===== src/rtl/decrypt_pkg.sv =====
// decrypt_pkg: shared widths, FSM state encoding and the ciphertext range check.
package decrypt_pkg;
    localparam int MSG_W = 12;
    localparam int KEY_W = 24;

    typedef enum logic [2:0] {IDLE, LOAD, RUN, HOLD, DRAIN} state_t;

    // A word is only decryptable when it lies strictly below a non-zero modulus.
    function automatic logic msg_ok(input logic [MSG_W-1:0] m, input logic [KEY_W-1:0] n);
        return n != '0 && KEY_W'(m) < n;
    endfunction
endpackage


===== src/rtl/decrypt_sequencer_if.sv =====
// decrypt_sequencer_if: config, ciphertext/plaintext streams and modExp engine handshake.
interface decrypt_sequencer_if;
    logic                         cfg_load;
    logic [decrypt_pkg::KEY_W-1:0] key_in;
    logic [decrypt_pkg::KEY_W-1:0] n_in;
    logic                         ct_valid;
    logic [decrypt_pkg::MSG_W-1:0] ct_data;
    logic                         ct_ready;
    logic [decrypt_pkg::MSG_W-1:0] exp_msg;
    logic [decrypt_pkg::KEY_W-1:0] exp_key;
    logic [decrypt_pkg::KEY_W-1:0] exp_n;
    logic                         exp_start;
    logic [decrypt_pkg::MSG_W-1:0] exp_msg_out;
    logic                         exp_fins;
    logic                         pt_valid;
    logic [decrypt_pkg::MSG_W-1:0] pt_data;
    logic                         pt_ready;
    logic                         busy;
    logic                         err;

    modport slave (
        input  cfg_load, key_in, n_in, ct_valid, ct_data, exp_msg_out, exp_fins, pt_ready,
        output ct_ready, exp_msg, exp_key, exp_n, exp_start, pt_valid, pt_data, busy, err
    );
    modport master (
        output cfg_load, key_in, n_in, ct_valid, ct_data, exp_msg_out, exp_fins, pt_ready,
        input  ct_ready, exp_msg, exp_key, exp_n, exp_start, pt_valid, pt_data, busy, err
    );
endinterface


===== src/rtl/ct_fifo.sv =====
// ct_fifo: power-of-two ciphertext FIFO; extra pointer bit separates full from empty.
module ct_fifo import decrypt_pkg::*; #(
    parameter int DEPTH = 4
) (
    input  logic             clk,
    input  logic             rst,
    input  logic             push,
    input  logic             pop,
    input  logic [MSG_W-1:0] din,
    output logic [MSG_W-1:0] dout,
    output logic             full,
    output logic             empty
);
    localparam int AW = $clog2(DEPTH);

    logic [MSG_W-1:0] mem [DEPTH];
    logic [AW:0]      wptr, rptr;

    assign empty = wptr == rptr;
    assign full  = wptr[AW] != rptr[AW] && wptr[AW-1:0] == rptr[AW-1:0];
    assign dout  = mem[rptr[AW-1:0]];

    always_ff @(posedge clk or negedge rst) begin
        if (!rst) begin
            wptr <= '0;
            rptr <= '0;
        end else begin
            if (push) wptr <= wptr + 1'b1;
            if (pop) rptr <= rptr + 1'b1;
        end
    end

    always_ff @(posedge clk) begin
        if (push) mem[wptr[AW-1:0]] <= din;
    end
endmodule


===== src/rtl/decrypt_sequencer.sv =====
// decrypt_sequencer: feeds buffered ciphertext words one at a time to an external
// modExp engine and returns the plaintext, dropping out-of-range words and hung operations.
module decrypt_sequencer import decrypt_pkg::*; #(
    parameter int FIFO_DEPTH = 4,
    parameter int TIMEOUT    = 65535
) (
    input logic                clk,
    input logic                rst,
    decrypt_sequencer_if.slave bus
);
    state_t           state, state_nx;
    logic [15:0]      cnt;
    logic [MSG_W-1:0] head, msg_q, pt_q;
    logic [KEY_W-1:0] key_q, n_q;
    logic             full, empty, pop, push, drop, tmo, err_q;

    assign pop  = state == LOAD;
    assign push = bus.ct_valid && bus.ct_ready;
    assign drop = pop && !msg_ok(head, n_q);
    assign tmo  = state == RUN && !bus.exp_fins && cnt == 16'(TIMEOUT - 1);

    ct_fifo #(.DEPTH(FIFO_DEPTH)) u_fifo (
        .clk   (clk),
        .rst   (rst),
        .push  (push),
        .pop   (pop),
        .din   (bus.ct_data),
        .dout  (head),
        .full  (full),
        .empty (empty)
    );

    always_comb begin
        state_nx = state;
        case (state)
            IDLE:    state_nx = empty ? IDLE : LOAD;
            LOAD:    state_nx = drop ? IDLE : RUN;
            RUN:     state_nx = bus.exp_fins ? HOLD : tmo ? DRAIN : RUN;
            HOLD:    state_nx = bus.pt_ready ? DRAIN : HOLD;
            DRAIN:   state_nx = bus.exp_fins ? DRAIN : IDLE;
            default: state_nx = IDLE;
        endcase
    end

    always_ff @(posedge clk or negedge rst) begin
        if (!rst) begin
            state <= IDLE;
            cnt   <= '0;
            msg_q <= '0;
            key_q <= '0;
            n_q   <= '0;
            pt_q  <= '0;
            err_q <= 1'b0;
        end else begin
            state <= state_nx;
            cnt   <= state == RUN ? cnt + 16'd1 : '0;
            err_q <= drop || tmo;
            if (pop) msg_q <= head;
            if (state == IDLE && bus.cfg_load) begin
                key_q <= bus.key_in;
                n_q   <= bus.n_in;
            end
            if (state == RUN && bus.exp_fins) pt_q <= bus.exp_msg_out;
        end
    end

    // A full FIFO still accepts a word in the cycle it gives one up.
    assign bus.ct_ready  = !full || pop;
    assign bus.exp_msg   = msg_q;
    assign bus.exp_key   = key_q;
    assign bus.exp_n     = n_q;
    assign bus.exp_start = state == RUN;
    assign bus.pt_valid  = state == HOLD;
    assign bus.pt_data   = pt_q;
    assign bus.busy      = state != IDLE;
    assign bus.err       = err_q;
endmodule


===== src/flat_wrapper.sv =====
// flat-port wrapper written by rule: the top's interface ports become plain ports
module decrypt_sequencer_flat import decrypt_pkg::*;
#(
    parameter int FIFO_DEPTH = 4,
    parameter int TIMEOUT    = 65535
)
  (clk, rst, bus_cfg_load, bus_key_in, bus_n_in, bus_ct_valid, bus_ct_data, bus_exp_msg_out, bus_exp_fins, bus_pt_ready, bus_ct_ready, bus_exp_msg, bus_exp_key, bus_exp_n, bus_exp_start, bus_pt_valid, bus_pt_data, bus_busy, bus_err);
  decrypt_sequencer_if bus_i ();
  input logic clk;
  input logic rst;
  input wire logic [$bits(bus_i.cfg_load)-1:0] bus_cfg_load;
  input wire logic [$bits(bus_i.key_in)-1:0] bus_key_in;
  input wire logic [$bits(bus_i.n_in)-1:0] bus_n_in;
  input wire logic [$bits(bus_i.ct_valid)-1:0] bus_ct_valid;
  input wire logic [$bits(bus_i.ct_data)-1:0] bus_ct_data;
  input wire logic [$bits(bus_i.exp_msg_out)-1:0] bus_exp_msg_out;
  input wire logic [$bits(bus_i.exp_fins)-1:0] bus_exp_fins;
  input wire logic [$bits(bus_i.pt_ready)-1:0] bus_pt_ready;
  output wire logic [$bits(bus_i.ct_ready)-1:0] bus_ct_ready;
  output wire logic [$bits(bus_i.exp_msg)-1:0] bus_exp_msg;
  output wire logic [$bits(bus_i.exp_key)-1:0] bus_exp_key;
  output wire logic [$bits(bus_i.exp_n)-1:0] bus_exp_n;
  output wire logic [$bits(bus_i.exp_start)-1:0] bus_exp_start;
  output wire logic [$bits(bus_i.pt_valid)-1:0] bus_pt_valid;
  output wire logic [$bits(bus_i.pt_data)-1:0] bus_pt_data;
  output wire logic [$bits(bus_i.busy)-1:0] bus_busy;
  output wire logic [$bits(bus_i.err)-1:0] bus_err;
  assign bus_i.cfg_load = bus_cfg_load;
  assign bus_i.key_in = bus_key_in;
  assign bus_i.n_in = bus_n_in;
  assign bus_i.ct_valid = bus_ct_valid;
  assign bus_i.ct_data = bus_ct_data;
  assign bus_i.exp_msg_out = bus_exp_msg_out;
  assign bus_i.exp_fins = bus_exp_fins;
  assign bus_i.pt_ready = bus_pt_ready;
  assign bus_ct_ready = bus_i.ct_ready;
  assign bus_exp_msg = bus_i.exp_msg;
  assign bus_exp_key = bus_i.exp_key;
  assign bus_exp_n = bus_i.exp_n;
  assign bus_exp_start = bus_i.exp_start;
  assign bus_pt_valid = bus_i.pt_valid;
  assign bus_pt_data = bus_i.pt_data;
  assign bus_busy = bus_i.busy;
  assign bus_err = bus_i.err;
  decrypt_sequencer #(.FIFO_DEPTH(FIFO_DEPTH), .TIMEOUT(TIMEOUT)) u_core (.clk(clk), .rst(rst), .bus(bus_i));
endmodule

===== config.mk =====
export PLATFORM = sky130hd
export DESIGN_NAME = decrypt_sequencer_flat
export DESIGN_NICKNAME = d
export VERILOG_FILES = /design/src/rtl/decrypt_pkg.sv /design/src/rtl/decrypt_sequencer_if.sv /design/src/rtl/ct_fifo.sv /design/src/rtl/decrypt_sequencer.sv /design/src/flat_wrapper.sv
export SDC_FILE = /design/constraint.sdc
export NUM_CORES = 1
export LEC_CHECK = 0
export ABC_AREA = 1
export BUFFER_PORTS_ARGS = -buffer_cell sky130_fd_sc_hd__buf_4
export CORE_AREA = 2 2 122 124
export DETAILED_ROUTE_END_ITERATION = 6
export DIE_AREA = 0 0 124 126
export GPL_TIMING_DRIVEN = 0
export PLACE_DENSITY = 0.75
export SYNTH_ARGS = -nofsm -noshare
export SYNTH_HDL_FRONTEND = slang
export SYNTH_SLANG_ARGS = --single-unit

===== constraint.sdc =====
create_clock -name clk -period 4.44 [get_ports clk]
set_clock_uncertainty 0.05 [all_clocks]
set_input_delay 0.222 -clock clk [delete_from_list [all_inputs] [get_ports clk]]
set_output_delay 0.222 -clock clk [all_outputs]
set_load 0.005 [all_outputs]

# Word-level counts from Yosys, hierarchy flattened
# Memories as Yosys holds them, arrays and structs flattened.
# Cells that the tools add are included.
[totals] register_bits=98 memories=1 output_inout_bits=77 inputBits=78 mem_bits_rw=48 elab_cells=48
[classes] magnitude_cmp=1 reduce_logical=16 muxes=10 n_addsub=3 n_eq_ne=8
[memory_table] name="u_core.u_fifo.mem" depth=4 word_bits=12 rd=1 rd_ports_with_merged_regs=0 wr=1 line="ct_fifo.sv:16" source="logic [MSG_W-1:0] mem [DEPTH];"
[op_table] op="$lt A12 B24 Y1" n=1
[op_table] op="$reduce_bool A24 Y1" n=1
[op_table] op="$add A16 B1 Y16 const B" n=1
[op_table] op="$eq A16 B16 Y1 const B" n=1
[op_table] op="$mux W16" n=1
[op_table] op="$pmux W3 S5" n=1
[op_table] op="$mux W3" n=4
[op_table] op="$logic_and A1 B1 Y1" n=8
[op_table] op="$add A3 B1 Y3 const B" n=2
[op_table] op="$eq A3 B2 Y1 const B" n=2
[op_table] op="$eq A3 B1 Y1 const B" n=1
[op_table] op="$eq A3 B3 Y1" n=1
[op_table] op="$eq A3 B3 Y1 const B" n=1
[op_table] op="$logic_not A1 Y1" n=3
[op_table] op="$logic_not A3 Y1" n=1
[op_table] op="$mux W1" n=3
[op_table] op="$reduce_bool A3 Y1" n=1
[op_table] op="$eq A2 B2 Y1" n=1
[op_table] op="$logic_or A1 B1 Y1" n=2
[op_table] op="$mux W2" n=1
[op_table] op="$ne A1 B1 Y1" n=1

# Depth between registers and ports, before layout
# Gate-level depths: netlist (run 1).
[depth] ltp_word=7 ltp_mapped=16 ltp_nobuf=15

# Hierarchy
# A second synthesis (run 1) with hierarchy kept.
[unflattened] cells_unflattened=579 hier_area_um2=6381.1
[modules_own_cells] mod="decrypt_sequencer" n_inst=1 cells_per_inst=385 area_per_inst_um2=4017.6 seq_area_each_um2=2302.2
[modules_own_cells] mod="ct_fifo" n_inst=1 cells_per_inst=194 area_per_inst_um2=2363.5 seq_area_each_um2=1591.5

# Worst setup path before layout (run 1)
# OpenSTA, ideal clock, no wires.
[synth_path] kind="register to register" start="reg u_core.u_fifo.rptr[0]" end="reg u_core.err_q, in the netlist u_core.bus.err" period_less_slack_ns=2.120 n_path_buf=2 path_slack_ns=2.320 setup_ns=0.117 required_ns=4.273 stages_incl_launch_ff=15 t_arrival_ns=1.953 cell_sequence="dfrtp_1 > buf_2 > inv_1 > clkbuf_1 > o21ai_0 > o22ai_1 > ha_1 > a21oi_1 > nor2_1 > a211oi_1 > nand2_1 > nand2_1 > nand2_1 > nand2_1 > nand2_1"
[synth_via] elab_chain_len=6
[synth_lines] element="start: declaration" line="ct_fifo.sv:17" source="logic [AW:0] wptr, rptr;"
[synth_lines] element="start signal: assignment" line="ct_fifo.sv:29" source="if (pop) rptr <= rptr + 1'b1;"
[synth_lines] element="$mem_v2 Z4 W12"
[synth_lines] element="named net u_core.head[5]" line="decrypt_sequencer.sv:13" source="logic [MSG_W-1:0] head, msg_q, pt_q;"
[synth_lines] element="$lt A12 B24 Y1" line="decrypt_pkg.sv:10" source="return n != '0 && KEY_W'(m) < n;"
[synth_lines] element="$logic_and A1 B1 Y1" line="decrypt_pkg.sv:10"
[synth_lines] element="$logic_not A1 Y1" line="decrypt_sequencer.sv:19" source="assign drop = pop && !msg_ok(head, n_q);"
[synth_lines] element="$logic_and A1 B1 Y1" line="decrypt_sequencer.sv:19"
[synth_lines] element="$logic_or A1 B1 Y1" line="decrypt_sequencer.sv:57" source="err_q <= drop || tmo;"
[synth_lines] element="end signal: assignment" line="decrypt_sequencer.sv:57"
[synth_lines] element="end: declaration" line="decrypt_sequencer.sv:15" source="logic full, empty, pop, push, drop, tmo, err_q;"
# The timed path passes the listed nets, and every way through them passes these cells.
# A chain may end at the register's enable or synchronous reset.

# Worst setup path after layout (run 1)
# Ends and elaborated chain as after synthesis.

==> results of run 1 <==
-- cell usage in the layout (no fill, tap or decap), drive strengths merged, types with 2 or more instances in the layout --
cell type    netlist  routed
mux2              49      49
clkbuf             8      27
dlygate4sd3        0      71
xnor2              3       3
clkinv             0       2
nor2              62      62
a31oi              3       3
nand4              2       2
o22ai             11      11
nand3             10      10
clkinvlp           0       6
ha                18      18
xor2               4       4
nand2             84      84
nor4               5       5
buf                9     163
a21oi             25      25
edfxtp            48      48
dfrtp             98      98
inv               36      40
o21ai             31      31
nor3               8       8
-- sequential cells by signal (all words and copies together) (netlist names) --
| register | cells |
|---|---|
| u_core.bus.exp_key | 24 |
| u_core.bus.exp_n | 24 |
| u_core.u_fifo.rptr | 3 |
| u_core.cnt | 16 |
| u_core.bus.exp_msg | 12 |
| u_core.u_fifo.mem | 48 |
| u_core.u_fifo.wptr | 3 |
| u_core.bus.err | 1 |
| u_core.state | 3 |
| u_core.bus.pt_data | 12 |
-- cell type report --
class / count / area share (%)
inverters: 36 / 1.53
diodes: 1 / 0.0283
repair buffers: 225 / 21.2
clock inverters: 13 / 1.44
well taps: 184 / 2.60
clock buffers: 19 / 4.90
flip-flops and latches: 146 / 44.0
plain buffers: 17 / 0.920
multi-input cells: 323 / 23.4
-- power groups by stage --
stage | sequential [mW] | combinational [mW] | clock, mW
4_1_cts | 2.17 | 2.23 | 1.38
6_report | 2.17 | 2.22 | 1.35
3_5_place_dp | 2.19 | 2.17 | 0
3_3_place_gp | 2.16 | 2.10 | 0
5_1_grt | 2.22 | 2.44 | 1.44
2_1_floorplan | 2.16 | 1.15 | 0
-- worst reg2reg max path, cell delays in order (launching register included) --
cell	delay, ns
dfrtp_1	0.38
buf_2	0.18
inv_1	0.17
clkbuf_1	0.41
o21ai_0	0.16
o22ai_1	0.28
ha_1	0.31
a21oi_1	0.18
nor2_1	0.07
a211oi_1	0.17
nand2_1	0.10
nand2_1	0.08
nand2_1	0.05
nand2_1	0.08
nand2_1	0.08
-- path summary, 6_finish.rpt --
| path | start | endpoint | slack [ns] | depth (start not counted) |
|---|---|---|---|---|
| max in group asynchronous | rst | u_core.bus.exp_key[17] | 3.32 | 2 |
| worst max register to register | u_core.u_fifo.rptr[0] | u_core.bus.err | 1.56 | 14 |
| worst min-delay path | bus_n_in[6] | u_core.bus.exp_n[6] | 0.04 | 3 |
| worst min register to register | u_core.cnt[0] | u_core.cnt[0] | 0.43 | 1 |
| worst max-delay path | u_core.u_fifo.rptr[0] | u_core.bus.err | 1.56 | 14 |
| min in group asynchronous | rst | u_core.bus.exp_n[2] | 0.43 | 2 |
-- kinds of logic after synthesis --
kind of cell | synth area share, %
adder cells (fa/ha/maj) | 3.65
multiplexers | 9.48
buffers and inverters | 3.50
XOR/XNOR | 0.992
AND/OR/NAND/NOR | 13.0
AO/OA/AOI/OAI | 6.38
flip-flops | 63.0
-- metrics by stage --
stage	hold slack, ns	util (%)	setup slack, ns
after detailed placement	0.379	52.8	1.62
after floorplan	-0.124	-	2.32
after CTS	0.0136	61.7	1.62
after global routing	0.0278	61.8	1.42
after global placement	0.371	52.8	1.70
final	0.0411	61.8	1.56
-- per-layer routing --
| layer | track usage (%) | routed length (µm) | up-vias |
|---|---|---|---|
| met2 | 35.4 | 8280 | 181 |
| met1 | 24.3 | 6170 | 2374 |
| met4 | 8.66 | 420 | 0 |
| li1 | - | - | 2274 |
| met3 | 4.39 | 816 | 34 |
| met5 | 0 | 0 | - |
-- what timing repair did --
item / 4_1_cts / 5_1_grt
hold buffers: 70 / 1
setup endpoints to repair: 0 / 0
gates resized for setup: 0 / 0
endpoints found under the hold margin: 106 / 98
==> results.toml, run 1 <==
[placed_design]
place_congestion = 0.807
placed_area_um2 = 7560
hpwl_mm = 10.5
io_buffers = 154
placedCellCount = 860

[route]
wl_mm = 15.7
first_pass_iters = 5
drc = 0
antenna_left = 0
num_vias = 4863
vias_per_cell = 5.04
drt-wirelength-per-cell_um = 16.3
first_iter_violations = 310

[outcome]
outcome = "complete, no violations"

[cts]
ctsRootBufferMaster = "clkbuf_16"
clock_path_buffers = 2
cts_buffers = 17
cts.sinks = 146
cts_tree = "yes"
worstSkewPairLatency_ns = 0.42
clkTransAtPathRegs_ns = 0.06
htreeDepth = 4
post_cts_buffers = 0

[worst_setup_path]
crit_type = "register to register"
arrival_ns = 3.12
worstSetupStartpointType = "register"
cpPeakStageDelay_ns = 0.41
path_cells = "buf_2, inv_1, clkbuf_1, o21ai_0, o22ai_1, ha_1, a21oi_1, nor2_1, a211oi_1, nand2_1, nand2_1, nand2_1, nand2_1, nand2_1"
path_buf_inv = 3
required_ns = 4.68
cp-end-kind = "register"
path_delay_family = "compound AO/OA/AOI/OAI gates"
path_common_cell = "nand2_1"
critPathMaxFanout = 10
slowest_stage = "clkbuf_1"

[pwr]
power.share.clock_pct = 23.6
power_density_nw_per_um2 = 650
power.internal_mw = 3.76
power.total_mw = 5.74
vdd_drop_max_v = 0.000312
combPwrFrac_pct = 38.6
switching_share_pct = 34.6
p_leak_nw = 4.03
power.net_switching_mw = 1.99
p_seq_share_pct = 37.8

[final_layout]
fin_area_um2 = 8840
nFillCells = 1118
fin_cells = 964
nets = 862
final_layout_size_suffix_gt1_share_pct = 33.1
syn_to_final_growth_pct = 43.1
multiInputGateArea_um2 = 2070
seqCellArea_um2 = 3890

[logic_synthesis]
netlist.area_leader.share_pct = 39.7
syn_inst = 522
syn_avg_cell_area_um2 = 11.8
synthFlopType = "dfrtp_1"
ys_seq_area_share_pct = 63.0
ys_top_cells_by_area = "dfrtp_1 (40%), edfxtp_1 (23%), mux2_2 (6.2%)"
post_synth_num_cell_types = 37
ys_ff_latch = 146
ys_warn_count = 0
synth_top_cells_by_count = "dfrtp_1 (98), nand2_1 (76), nor2_1 (55)"
async_flop_share_pct = 67.1
synth_nets = 618
synthMostInstantiatedCell = "dfrtp_1"
synth_top_cell_by_area = "dfrtp_1"
synth_edf_count = 48
synth_area_um2 = 6180

[floorplanning]
pin_count = 155
fp.dieArea_um2 = 15600
rows = 44
fp.dieH_um = 126
core_area_um2 = 14300
die_x_um = 124
initial_core_util_pct = 43.2

[global_routing]
overflow = 0
antenna_found_initial = 0
grt_max_degree = 99
grt_pass1_vias = 4962
grtUsageTotal_pct = 20.4
grt_pass1_wl_mm = 24.2

[worst_hold_path]
hold_path_class = "input pin to register"

[sta]
clock.fmax_mhz = 348
maxSlewHeadroom_pct = 19.9
setup_viol = 0
slew_viol_final = 0
fin_setup_tns_ns = 0
period_share_pct = 64.8
rsz0062_at_grt = "no"
final-hold-violation-count = 0
period_needed_ns = 2.88
worst_pin_slew_ns = 1.20

[run]
drv_cap = 0
Power figures use the tool's default switching activity.
==> run 2, diff against run 1 <==
==> constraint.sdc (replaced) <==
create_clock -name clk -period 2.7 [get_ports clk]
set_clock_uncertainty 0.05 [all_clocks]
set_input_delay 0.135 -clock clk [delete_from_list [all_inputs] [get_ports clk]]
set_output_delay 0.135 -clock clk [all_outputs]
set_load 0.005 [all_outputs]
==> run 2 against run 1 <==
Effect of this change:
- global-route usage grew 0.20 points
- highest routed layer unchanged
- critical endpoint unchanged
- non-clock buffer count grew 4
- largest cell class unchanged
- critical path depth is the same
- core utilization grew 0.60 points
- sequential power grew 65%
- final area grew 0.98%
- first-iteration DRC count shrank 0.97%
- via count shrank 0.41%
- sequential share of layout area shrank 0.43 points
- total power grew 66%
- flip-flop and latch count is the same
==> results.toml, run 2 (synthesized netlist as in run 1, its figures left out) <==
[sta]
maxSlewHeadroom_pct = 40.9
setup_viol = 0
final-hold-violation-count = 0
period_share_pct = 95.6
clock.fmax_mhz = 388
slew_viol_final = 0
worst_pin_slew_ns = 0.886
rsz0062_at_grt = "no"
period_needed_ns = 2.58

[route]
drc = 0
wl_mm = 15.8
route.met2.wl_mm = 8.33
dr.max_layer_used = "met4"
antenna_left = 0
first_pass_iters = 4
m1WireLength_mm = 6.19
first_iter_violations = 307
drt-wirelength-per-cell_um = 16.3
wl_met3_um = 819
vias_per_cell = 5.00
num_vias = 4843

[worst_setup_path]
worstSetupStartpointType = "register"
cp-end-kind = "register"
path_cells = "clkbuf_4, inv_1, clkbuf_4, o21ai_1, o22ai_2, ha_1, a21oi_1, nor2_1, a211oi_1, nand2_1, nand2_1, nand2_1, nand2_1, nand2_1"
critPathMaxFanout = 10
cpPeakStageDelay_ns = 0.38
slowest_stage = "dfrtp_1"
crit_type = "register to register"
path_common_cell = "nand2_1"
path_buf_inv = 3
r2r_start = "u_core.u_fifo.rptr[0]"
path_delay_family = "compound AO/OA/AOI/OAI gates"
required_ns = 2.94
cp-startpoint = "u_core.u_fifo.rptr[0]"
arrival_ns = 2.82

[cts]
ctsRootBufferMaster = "clkbuf_16"
clkTransAtPathRegs_ns = 0.07
htreeDepth = 4
post_cts_buffers = 0
cts.sinks = 146
cts_tree = "yes"
worstSkewPairLatency_ns = 0.42
clock_path_buffers = 2
cts_buffers = 17

[floorplanning]
fp.dieH_um = 126
pin_count = 155
fp.dieArea_um2 = 15600
rows = 44
core_area_um2 = 14300
initial_core_util_pct = 43.2
die_x_um = 124

[final_layout]
nets = 866
final_util_pct = 62.4
final_common_cell = "buf_4"
nFillCells = 1111
syn_to_final_growth_pct = 44.5
largest_register_ffs = 48
mostFrequentLayoutCells = "buf_4 (154), dfrtp_1 (98), nand2_1 (76)"
final_layout_size_suffix_gt1_share_pct = 34.5
fin_area_um2 = 8930

[global_routing]
antenna_found_initial = 0
overflow = 0
grt_pass1_wl_mm = 24.5
grt_pass1_vias = 4998
grtUsageTotal_pct = 20.6
grt_max_degree = 99

[placed_design]
io_buffers = 154
placed_area_um2 = 7560
place_congestion = 0.807
hpwl_mm = 10.5

[pwr]
p_leak_nw = 4.08
vdd_drop_max_v = 0.000518
power_density_nw_per_um2 = 1070

[worst_hold_path]
min_from = "bus_ct_valid"
hold_path_class = "input pin to register"

[run]
drv_cap = 0

[outcome]
outcome = "complete, no violations"
-- run 2: where the power goes --
group | switching (mW) | internal, mW
combinational | 1.87 | 1.86
clock | 0.948 | 1.28
sequential | 0.476 | 3.09
-- run 2: worst reg2reg max path, delay by kind of cell (launching register included) --
family	cells	cell delay, ns
DFF	1	0.38
adders and majority gates	1	0.28
AOI/OAI and AO/OA	4	0.65
and+or+nand+nor	6	0.47
buffers and inverters	3	0.63
-- run 2: cell type report --
type,count,area (µm²),share of cell area [%]
Antenna cell,1,2.50,0.0280
Buffer,17,95.1,1.07
Clock buffer,19,433,4.85
Clock inverter,13,128,1.43
Inverter,36,135,1.51
Multi-Input combinational cell,323,2100,23.5
Sequential cell,146,3890,43.6
Tap cell,184,230,2.58
Timing Repair Buffer,229,1910,21.4
-- run 2: per-layer routing --
| layer | track usage, % | up-vias |
|---|---|---|
| met4 | 8.79 | 0 |
| met3 | 4.39 | 32 |
| met5 | 0 | - |
| met1 | 24.4 | 2377 |
| li1 | - | 2284 |
| met2 | 35.9 | 150 |
-- run 2: final timing paths --
check                      cells after the start  slack, ns                      to
max                                           14       0.12          u_core.bus.err
min                                            3       0.08   u_core.u_fifo.wptr[1]
max reg2reg                                   14       0.12          u_core.bus.err
min reg2reg                                    1       0.43           u_core.cnt[0]
max in group asynchronous                      2       1.67  u_core.bus.exp_key[17]
min in group asynchronous                      2       0.35    u_core.bus.exp_n[15]
-- run 2: repair_timing --
| item | CTS | global route |
|---|---|---|
| resized for setup | 1 | 21 |
| setup endpoints to repair | 2 | 38 |
| pin swaps | 0 | 2 |
| endpoints found under the hold margin | 183 | 0 |
| hold buffers | 75 | 0 |
-- run 2: through the flow --
step / power, mW / hold WS, ns / setup TNS (ns) / setup slack (ns) / instances
floorplan: 5.44 / -0.211 / 0 / 0.580 / 522
global placement: 7.00 / 0.284 / -0.0421 / -0.0421 / 860
detailed placement: 7.16 / 0.292 / -0.153 / -0.121 / 860
CTS: 9.50 / 0.0342 / 0 / 0.00679 / 967
global route: 10.1 / 0.0750 / 0 / 0.00828 / 967
finish: 9.53 / 0.0754 / 0 / 0.120 / 968
==> run 3, diff against run 2 <==
--- a/config.mk
+++ b/config.mk
@@ -7,9 +7,9 @@
 export LEC_CHECK = 0
 export ABC_AREA = 1
 export BUFFER_PORTS_ARGS = -buffer_cell sky130_fd_sc_hd__buf_4
-export CORE_AREA = 2 2 122 124
+export CORE_AREA = 2 2 140 108
 export DETAILED_ROUTE_END_ITERATION = 6
-export DIE_AREA = 0 0 124 126
+export DIE_AREA = 0 0 142 110
 export GPL_TIMING_DRIVEN = 0
 export PLACE_DENSITY = 0.75
 export SYNTH_ARGS = -nofsm -noshare
==> run 3 against run 2 <==
Effect of this change:
- flip-flop and latch count is the same
- routed wire length down 0.88%
- register-to-register slack improved by 0.05 ns
- total power rose by 0.71%
- highest routed layer unchanged
==> results.toml, run 3 (synthesized netlist as in run 1, its figures left out) <==
[sta]
period_needed_ns = 2.53
final-hold-violation-count = 0
rsz0062_at_grt = "yes"
period_share_pct = 93.6
maxSlewHeadroom_pct = 28.3
fin_setup_tns_ns = 0
worst_pin_slew_ns = 1.07
holdWs_ns = 0.0150
slew_viol_final = 0
clock.fmax_mhz = 396
setup_viol = 0

[worst_setup_path]
r2r_start = "u_core.u_fifo.rptr[0]"
worstSetupStartpointType = "register"
r2r_end = "u_core.bus.err"
r2r_slack_ns = 0.17
crit_type = "register to register"
arrival_ns = 2.81
required_ns = 2.99
cp-end-kind = "register"
r2r_cells = 13
critPathMaxFanout = 10

[worst_hold_path]
hold_path_class = "input pin to async pin"

[floorplanning]
initial_core_util_pct = 43.5
core_area_um2 = 14200
die_x_um = 142
rows = 38
fp.dieArea_um2 = 15600
pin_count = 155
fp.dieH_um = 110

[route]
num_vias = 4785
drt-wirelength-per-cell_um = 16.2
wl_mm = 15.6
route.met2.wl_mm = 7.89
wl_met3_um = 844
first_iter_violations = 330
dr.max_layer_used = "met4"
first_pass_iters = 4
antenna_left = 0
m1WireLength_mm = 6.72
drc = 0
vias_per_cell = 4.97

[final_layout]
fin_area_um2 = 8970
final_layout_size_suffix_gt1_share_pct = 34.6
largest_register_ffs = 48
final_common_cell = "buf_4"
antennaDiodeCount = 0
mostFrequentLayoutCells = "buf_4 (155), dfrtp_1 (98), nand2_1 (76)"
syn_to_final_growth_pct = 45.1
nets = 866

[pwr]
vdd_drop_max_v = 0.000524
power.total_mw = 9.60
p_leak_nw = 4.10
power_density_nw_per_um2 = 1070

[global_routing]
grt_max_degree = 99
grt_pass1_vias = 4886
overflow = 0
grt_pass1_wl_mm = 23.9
grtUsageTotal_pct = 20.0
antenna_found_initial = 0

[cts]
cts_tree = "yes"
cts_buffers = 17
htreeDepth = 4
post_cts_buffers = 0
worstSkewPairLatency_ns = 0.41
ctsRootBufferMaster = "clkbuf_16"
cts.sinks = 146
clkTransAtPathRegs_ns = 0.06
clock_path_buffers = 2

[outcome]
outcome = "complete, no violations"

[placed_design]
hpwl_mm = 10.3
placed_area_um2 = 7560
place_congestion = 0.778
io_buffers = 154

[run]
drv_cap = 0
-- run 3: worst max-delay path: stages (launching register included) --
cell	delay [ns]
dfrtp_1	0.36
buf_2	0.20
inv_1	0.14
buf_4	0.20
o21ai_0	0.22
o22ai_2	0.14
ha_1	0.29
nand2_1	0.06
o21ai_0	0.16
a31oi_1	0.06
or2_2	0.30
nand2_1	0.07
nand2_1	0.06
nand2_1	0.12
-- run 3: per-layer routing --
metal  vias to the layer above  GRT usage [%]
met5                         -              0
met4                         0           5.50
met3                        14           5.23
met2                       150           34.4
met1                      2336           25.3
li1                       2285              -
-- run 3: timing repair --
item                                    in CTS  in global routing
cloned                                       0                  0
endpoints found under the setup margin       2                 16
hold buffers                                75                  0
resized for setup                            3                 16
hold endpoints to repair                   119                  0
-- run 3: area by class of cell --
cell class / count / area [µm²]
plain buffers: 16 / 87.6
clock buffers: 18 / 429
multi-input cells: 323 / 2100
repair buffers: 230 / 1940
fillers: 1113 / 5250
flip-flops and latches: 146 / 3890
clock inverters: 14 / 154
well taps: 180 / 225
inverters: 36 / 135
-- run 3: how the worst max path moves through the flow --
stage,from,endpoint
global route,u_core.u_fifo.rptr[0],u_core.bus.err
finish,u_core.u_fifo.rptr[0],u_core.bus.err
detailed placement,u_core.u_fifo.rptr[0],u_core.bus.err
floorplan,u_core.u_fifo.rptr[0],u_core.bus.err
global placement,u_core.u_fifo.rptr[0],u_core.bus.err
CTS,u_core.u_fifo.rptr[0],u_core.bus.err
-- run 3: per-stage QoR --
step / util [%] / cells / setup WS (ns)
floorplan: - / 522 / 0.580
CTS: 62.6 / 962 / 0.0117
finish: 63.1 / 963 / 0.173
global placement: 53.2 / 856 / -0.0993
detailed placement: 53.2 / 856 / -0.230
global route: 63.1 / 963 / -0.0420
-- run 3: report_power, final --
part           total (mW)  internal, mW  switching (mW)
clock network        2.30          1.37           0.931
registers            3.57          3.09           0.475
logic                3.73          1.85            1.87
